$ cat config.mk
export PLATFORM = sky130hd
export DESIGN_NAME = color_blob_locator
export DESIGN_NICKNAME = d
export VERILOG_FILES = /design/src/rtl/color_blob_locator.sv
export SDC_FILE = /design/constraint.sdc
export NUM_CORES = 1
export LEC_CHECK = 0
export CORE_MARGIN = 3
export CORE_UTILIZATION = 50
export CTS_BUF_LIST = sky130_fd_sc_hd__clkbuf_2 sky130_fd_sc_hd__clkbuf_4 sky130_fd_sc_hd__clkbuf_8
export DETAILED_ROUTE_END_ITERATION = 6
export DONT_BUFFER_PORTS = 1
export GPL_ROUTABILITY_DRIVEN = 0
export PLACE_DENSITY = 0.74
export SETUP_SLACK_MARGIN = 0.15
export SYNTH_ARGS = -nofsm -noshare
export SYNTH_HDL_FRONTEND = slang
export SYNTH_SLANG_ARGS = --single-unit
$ cat constraint.sdc
create_clock -name clk -period 7.3 [get_ports clk]
set_input_delay 1.46 -clock clk [delete_from_list [all_inputs] [get_ports clk]]
set_output_delay 1.46 -clock clk [all_outputs]
set_load 0.005 [all_outputs]
$ cat src/rtl/color_blob_locator.sv
// color_blob_locator: scans the 80x60 processed buffer for non-zero pixels and reports count, bounding box and centroid.
// Define COLOR_BLOB_CENTROID_EN to build the serial centroid divider; otherwise cen_col/cen_row stay 0.
module color_blob_locator #(
  parameter int c_img_cols    = 80,
  parameter int c_img_rows    = 60,
  parameter int c_nb_img_pxls = 13,
  parameter int c_nb_buf      = 12,
  parameter int c_nb_cols     = 7,
  parameter int c_nb_rows     = 6,
  parameter int c_nb_sum      = 19
) (
  input  logic                     clk,
  input  logic                     rst,
  input  logic                     start,
  output logic [c_nb_img_pxls-1:0] fb_addr,
  input  logic [c_nb_buf-1:0]      fb_pxl,
  output logic                     busy,
  output logic                     done,
  output logic                     found,
  output logic [c_nb_img_pxls-1:0] pxl_cnt,
  output logic [c_nb_cols-1:0]     col_min,
  output logic [c_nb_cols-1:0]     col_max,
  output logic [c_nb_rows-1:0]     row_min,
  output logic [c_nb_rows-1:0]     row_max,
  output logic [c_nb_cols-1:0]     cen_col,
  output logic [c_nb_rows-1:0]     cen_row
);
  localparam int c_img_pxls = c_img_cols * c_img_rows;
  typedef enum logic [2:0] {IDLE, SCAN, FLUSH, DIV_COL, DIV_ROW, DONE} state_t;
  state_t state_q, state_d;
  logic [c_nb_img_pxls-1:0] addr_q, addr_d, cnt_q, cnt_d, pxl_cnt_q, pxl_cnt_d;
  logic [c_nb_cols-1:0] col_q, col_d, cmin_q, cmin_d, cmax_q, cmax_d;
  logic [c_nb_cols-1:0] col_min_q, col_min_d, col_max_q, col_max_d, cen_col_q, cen_col_d, cen_col_v;
  logic [c_nb_rows-1:0] row_q, row_d, rmin_q, rmin_d, rmax_q, rmax_d;
  logic [c_nb_rows-1:0] row_min_q, row_min_d, row_max_q, row_max_d, cen_row_q, cen_row_d, cen_row_v;
  logic pv_q, pv_d, found_q, found_d, clr, acc, last_addr, col_wrap, ld, any;
  assign clr       = state_q == IDLE && start;
  assign acc       = pv_q && fb_pxl != '0;
  assign last_addr = addr_q == c_nb_img_pxls'(c_img_pxls - 1);
  assign col_wrap  = col_q == c_nb_cols'(c_img_cols - 1);
`ifdef COLOR_BLOB_CENTROID_EN
  localparam int c_nb_step = $clog2(c_nb_sum);
  logic [c_nb_sum-1:0] sum_col_q, sum_col_d, sum_row_q, sum_row_d, dq_q, dq_d, dr_q, dr_d, dq_step, dr_step;
  logic [c_nb_sum:0] trial;
  logic [c_nb_step-1:0] step_q, step_d;
  logic [c_nb_cols-1:0] qcol_q, qcol_d;
  logic div, div_last, ge, col_end;
  always_comb begin
    sum_col_d = clr ? '0 : acc ? sum_col_q + c_nb_sum'(col_q) : sum_col_q;
    sum_row_d = clr ? '0 : acc ? sum_row_q + c_nb_sum'(row_q) : sum_row_q;
    div       = state_q == DIV_COL || state_q == DIV_ROW;
    div_last  = step_q == c_nb_step'(c_nb_sum - 1);
    col_end   = state_q == DIV_COL && div_last;
    trial     = {dr_q, dq_q[c_nb_sum-1]};
    ge        = trial >= (c_nb_sum+1)'(cnt_q);
    dr_step   = ge ? trial[c_nb_sum-1:0] - c_nb_sum'(cnt_q) : trial[c_nb_sum-1:0];
    dq_step   = {dq_q[c_nb_sum-2:0], ge};
    step_d    = div && !div_last ? step_q + c_nb_step'(1) : '0;
    dq_d      = state_q == FLUSH ? sum_col_d : col_end ? sum_row_q : div ? dq_step : dq_q;
    dr_d      = div && !col_end ? dr_step : '0;
    qcol_d    = col_end ? dq_step[c_nb_cols-1:0] : qcol_q;
  end
  // The row quotient is taken straight from the final divider step as DONE is entered.
  assign cen_col_v = qcol_q;
  assign cen_row_v = dq_step[c_nb_rows-1:0];
  always_ff @(posedge clk or posedge rst)
    if (rst) begin
      sum_col_q <= '0;
      sum_row_q <= '0;
      dq_q      <= '0;
      dr_q      <= '0;
      step_q    <= '0;
      qcol_q    <= '0;
    end else begin
      sum_col_q <= sum_col_d;
      sum_row_q <= sum_row_d;
      dq_q      <= dq_d;
      dr_q      <= dr_d;
      step_q    <= step_d;
      qcol_q    <= qcol_d;
    end
`else
  assign cen_col_v = '0;
  assign cen_row_v = '0;
`endif
  always_comb begin
    state_d = state_q;
    case (state_q)
      IDLE:    state_d = start ? SCAN : IDLE;
      SCAN:    state_d = last_addr ? FLUSH : SCAN;
`ifdef COLOR_BLOB_CENTROID_EN
      FLUSH:   state_d = DIV_COL;
      DIV_COL: state_d = div_last ? DIV_ROW : DIV_COL;
      DIV_ROW: state_d = div_last ? DONE : DIV_ROW;
`else
      FLUSH:   state_d = DONE;
`endif
      default: state_d = IDLE;
    endcase
    addr_d    = state_q == SCAN && !last_addr ? addr_q + c_nb_img_pxls'(1) : '0;
    pv_d      = state_q == SCAN;
    col_d     = clr ? '0 : pv_q ? (col_wrap ? '0 : col_q + c_nb_cols'(1)) : col_q;
    row_d     = clr ? '0 : pv_q && col_wrap ? row_q + c_nb_rows'(1) : row_q;
    cnt_d     = clr ? '0 : acc ? cnt_q + c_nb_img_pxls'(1) : cnt_q;
    cmin_d    = clr ? '1 : acc && col_q < cmin_q ? col_q : cmin_q;
    cmax_d    = clr ? '0 : acc && col_q > cmax_q ? col_q : cmax_q;
    rmin_d    = clr ? '1 : acc && row_q < rmin_q ? row_q : rmin_q;
    rmax_d    = clr ? '0 : acc && row_q > rmax_q ? row_q : rmax_q;
    ld        = state_d == DONE;
    any       = cnt_d != '0;
    found_d   = ld ? any : found_q;
    pxl_cnt_d = ld ? cnt_d : pxl_cnt_q;
    col_min_d = ld ? (any ? cmin_d : '0) : col_min_q;
    col_max_d = ld ? (any ? cmax_d : '0) : col_max_q;
    row_min_d = ld ? (any ? rmin_d : '0) : row_min_q;
    row_max_d = ld ? (any ? rmax_d : '0) : row_max_q;
    cen_col_d = ld ? (any ? cen_col_v : '0) : cen_col_q;
    cen_row_d = ld ? (any ? cen_row_v : '0) : cen_row_q;
  end
  always_ff @(posedge clk or posedge rst)
    if (rst) begin
      state_q   <= IDLE;
      addr_q    <= '0;
      pv_q      <= 1'b0;
      col_q     <= '0;
      row_q     <= '0;
      cnt_q     <= '0;
      cmin_q    <= '0;
      cmax_q    <= '0;
      rmin_q    <= '0;
      rmax_q    <= '0;
      found_q   <= 1'b0;
      pxl_cnt_q <= '0;
      col_min_q <= '0;
      col_max_q <= '0;
      row_min_q <= '0;
      row_max_q <= '0;
      cen_col_q <= '0;
      cen_row_q <= '0;
    end else begin
      state_q   <= state_d;
      addr_q    <= addr_d;
      pv_q      <= pv_d;
      col_q     <= col_d;
      row_q     <= row_d;
      cnt_q     <= cnt_d;
      cmin_q    <= cmin_d;
      cmax_q    <= cmax_d;
      rmin_q    <= rmin_d;
      rmax_q    <= rmax_d;
      found_q   <= found_d;
      pxl_cnt_q <= pxl_cnt_d;
      col_min_q <= col_min_d;
      col_max_q <= col_max_d;
      row_min_q <= row_min_d;
      row_max_q <= row_max_d;
      cen_col_q <= cen_col_d;
      cen_row_q <= cen_row_d;
    end
  assign fb_addr = addr_q;
  assign busy    = state_q != IDLE;
  assign done    = state_q == DONE;
  assign found   = found_q;
  assign pxl_cnt = pxl_cnt_q;
  assign col_min = col_min_q;
  assign col_max = col_max_q;
  assign row_min = row_min_q;
  assign row_max = row_max_q;
  assign cen_col = cen_col_q;
  assign cen_row = cen_row_q;
endmodule

==> results.json <==
{
  "grt_max_degree": 77,
  "cts_buffers": 9,
  "synth_seq_cells": 109,
  "slew_headroom_pct": 35.56,
  "fin_setup_tns_ps": 0,
  "setup-violations-final": 0,
  "drv_cap": 0,
  "hold_viol": 0,
  "synthDistinctLibCells": 53,
  "syn_to_final_growth_pct": 4.210,
  "numPortBuffers": 0,
  "run_status": "completed",
  "mappedNetlistArea_um2": 5617,
  "ys_seq_area_share_pct": 48.56,
  "leakagePower_uw": 0.002778,
  "n_antenna_cell": 0,
  "mostFrequentLayoutCells": "109 x dfrtp_1, 76 x nor2_1, 60 x nand2_1",
  "placed_area_um2": 5655,
  "period_share_pct": 45.54,
  "htreeDepth": 3,
  "coreArea_um2": 10890,
  "arrival_ps": 3540,
  "vias": 3820,
  "cts_max_path_buffers": 2,
  "cts_tree": "done",
  "die_h_um": 112.0,
  "drc": 0,
  "root_buffer": "clkbuf_8",
  "synth_edf_count": 0,
  "dp_hpwl_um": 7495,
  "worstSetupPathType": "primary input to register",
  "drt_iter0_markers": 155,
  "synth.largest_area_cell": "dfrtp_1",
  "r2r_end": "col_max[4]",
  "r2r-start": "state_q[0]",
  "grt.total_usage_pct": 17.88,
  "hold_buffers": 0,
  "ioPinCount": 83,
  "cts_setup_buffers": 0,
  "holdCritPathClass": "register to register",
  "startpoint_type": "primary input",
  "fin_worst_skew_ps": 12.46,
  "synth-main-ff-cell": "dfrtp_1",
  "max_stage_delay_ps": 410,
  "wl_per_cell_um": 15.57,
  "async_flop_share_pct": 100.0,
  "firstDrtPassIters": 5,
  "ctsResizeCount": 0,
  "ir_worst_vdd_mv": 0.1803,
  "finalNetCount": 592,
  "worst_pin_slew_ps": 966.6,
  "fill_cells": 970,
  "r2r_cells": 8,
  "netlist_top_cells_area": "dfrtp_1 49%, ha_1 6.2%, mux2i_1 5.3%, nor2_1 5.1%, nand2_1 4.0%",
  "design_area_um2": 5853,
  "die-area_um2": 12540,
  "multi_input_area_um2": 2592,
  "ant_nets": 0,
  "mostFrequentLayoutCell": "dfrtp_1",
  "gr-total-overflow": 0,
  "rows": 38,
  "synthXorXnorAreaFrac_pct": 4.678,
  "slowest_stage": "buf_4",
  "start_util_pct": 51.59,
  "synth_cells": 558,
  "avgSynthCellArea_um2": 10.07,
  "clock_sinks": 109,
  "synthAdderAreaFrac_pct": 6.237,
  "endpoint_kind": "register",
  "final_max_slew_viol_count": 0,
  "hp-start": "pxl_cnt[11]",
  "power.density_nw_per_um2": 192.9,
  "grt_antenna_before_repair": 0,
  "crit_fanout": 27,
  "yosysWarnings": 0,
  "fmax_mhz": 300.8,
  "rsz0062_at_grt": "no",
  "period_needed_ps": 3324,
  "layout-drive-gt1-share_pct": 10.11,
  "wl_um": 10810,
  "cp.buffers_inverters": 1,
  "synth_compound_area_share_pct": 10.76,
  "startpoint": "fb_pxl[6]",
  "path_cells": "nor4_2 > and3_1 > nor2_2 > a31oi_1 > nand4b_1 > nor4b_4 > buf_4 > a211oi_2",
  "grt_pass1_vias": 3845,
  "synthSimpleGateAreaFrac_pct": 18.27,
  "hold_path_end": "pxl_cnt[11]",
  "regArea_um2": 2728,
  "clock_latency_ps": 380,
  "clk_pin_slew_ps": 110,
  "cp_data_required_time_ps": 7520,
  "die_x_um": 112.0,
  "whs_path_depth": 2,
  "grt_pass1_wl_um": 18460,
  "detail_route.vias_per_cell": 5.504,
  "reg2reg_slack_ps": 4330,
  "crit_family": "simple AND/OR/NAND/NOR gates",
  "synth_top_area_share_pct": 48.56,
  "synth_top_family_by_area": "simple AND/OR/NAND/NOR gates",
  "muxShareOfSynthArea_pct": 5.346
}
## Yosys cell counts (all sizes together) (2+ instances only)
| library cell | instances |
|---|---|
| a211oi | 14 |
| a21o | 5 |
| a21oi | 19 |
| a31oi | 4 |
| and2 | 3 |
| and3 | 7 |
| buf | 21 |
| clkbuf | 15 |
| dfrtp | 109 |
| ha | 28 |
| inv | 34 |
| mux2i | 30 |
| nand2 | 60 |
| nand3 | 17 |
| nand4 | 7 |
| nor2 | 84 |
| nor2b | 10 |
| nor3 | 2 |
| nor3b | 2 |
| nor4 | 3 |
| nor4b | 3 |
| o2111ai | 2 |
| o21a | 6 |
| o21ai | 12 |
| o221ai | 2 |
| o311a | 2 |
| o31ai | 8 |
| or2 | 2 |
| or3 | 4 |
| or3b | 2 |
| xnor2 | 16 |
| xor2 | 14 |
## state kept, by name (all words and copies together) (netlist names)
signal	count
state_q	3
col_max	7
col_min	7
row_q	6
rmax_q	6
cnt_q	13
row_max	6
pxl_cnt	13
cmin_q	7
pv_q	1
fb_addr	13
rmin_q	6
col_q	7
cmax_q	7
found	1
row_min	6
## routing by layer
| metal | part of all wire (%) | wire [µm] | vias up | track usage, % |
|---|---|---|---|---|
| met3 | 5.4 | 582 | 13 | 4.620 |
| met5 | 0 | 0 | - | 0 |
| met2 | 49 | 5328 | 82 | 30.02 |
| li1 | - | - | 1848 | - |
| met1 | 44 | 4776 | 1877 | 23.17 |
| met4 | 1.1 | 123 | 0 | 4.808 |
## power by group
part           switching (µW)  internal [µW]
clock                     228            136
combinational            65.3           44.0
sequential               34.0            621
## cell type report
class,instances,share of cell area (%)
multi-input combinational,391,44.29
tap,140,2.993
inverter,34,2.223
timing repair buffer,4,0.5130
sequential,109,46.60
clock buffer,9,2.116
clock inverter,7,1.261
## tightest hold or removal path, delay by kind of cell (launching register included)
kind | cells | cell delay, ps
AOI/OAI and AO/OA | 1 | 60
DFF | 1 | 380
and+or+nand+nor | 1 | 60
## through the flow
stage | std cells | hold WS [ps] | worst slack (ps) | utilization [%] | total power [µW]
2_1_floorplan | 570 | 469.8 | 2966 | - | 755.4
3_3_place_gp | 678 | 495.1 | 3689 | 51.94 | 769.8
3_5_place_dp | 678 | 500.0 | 3594 | 51.94 | 775.1
4_1_cts | 694 | 530.8 | 4020 | 53.76 | 1141
5_1_grt | 694 | 550.2 | 3765 | 53.76 | 1187
6_report | 694 | 525.4 | 3976 | 53.76 | 1129
## logic make-up (layout without fill, tap and decap cells)
family | Yosys count | count (layout)
buffers and inverters | 70 | 54
adder cells (fa/ha/maj) | 28 | 28
AO/OA/AOI/OAI | 79 | 79
flip-flops | 109 | 109
AND/OR/NAND/NOR | 211 | 211
other | 1 | 13
XOR/XNOR | 30 | 30
multiplexers | 30 | 30
## worst max path at each step
stage                  to  slack (ps)  cells past startpoint
3_3_place_gp   col_min[5]        3690                      7
4_1_cts        col_min[5]        4020                      8
2_1_floorplan   cmax_q[0]        2970                      1
6_report       col_max[4]        3980                      8
3_5_place_dp   col_min[5]        3590                      8
5_1_grt        col_min[5]        3770                      8
Power figures use the tool's default switching activity.
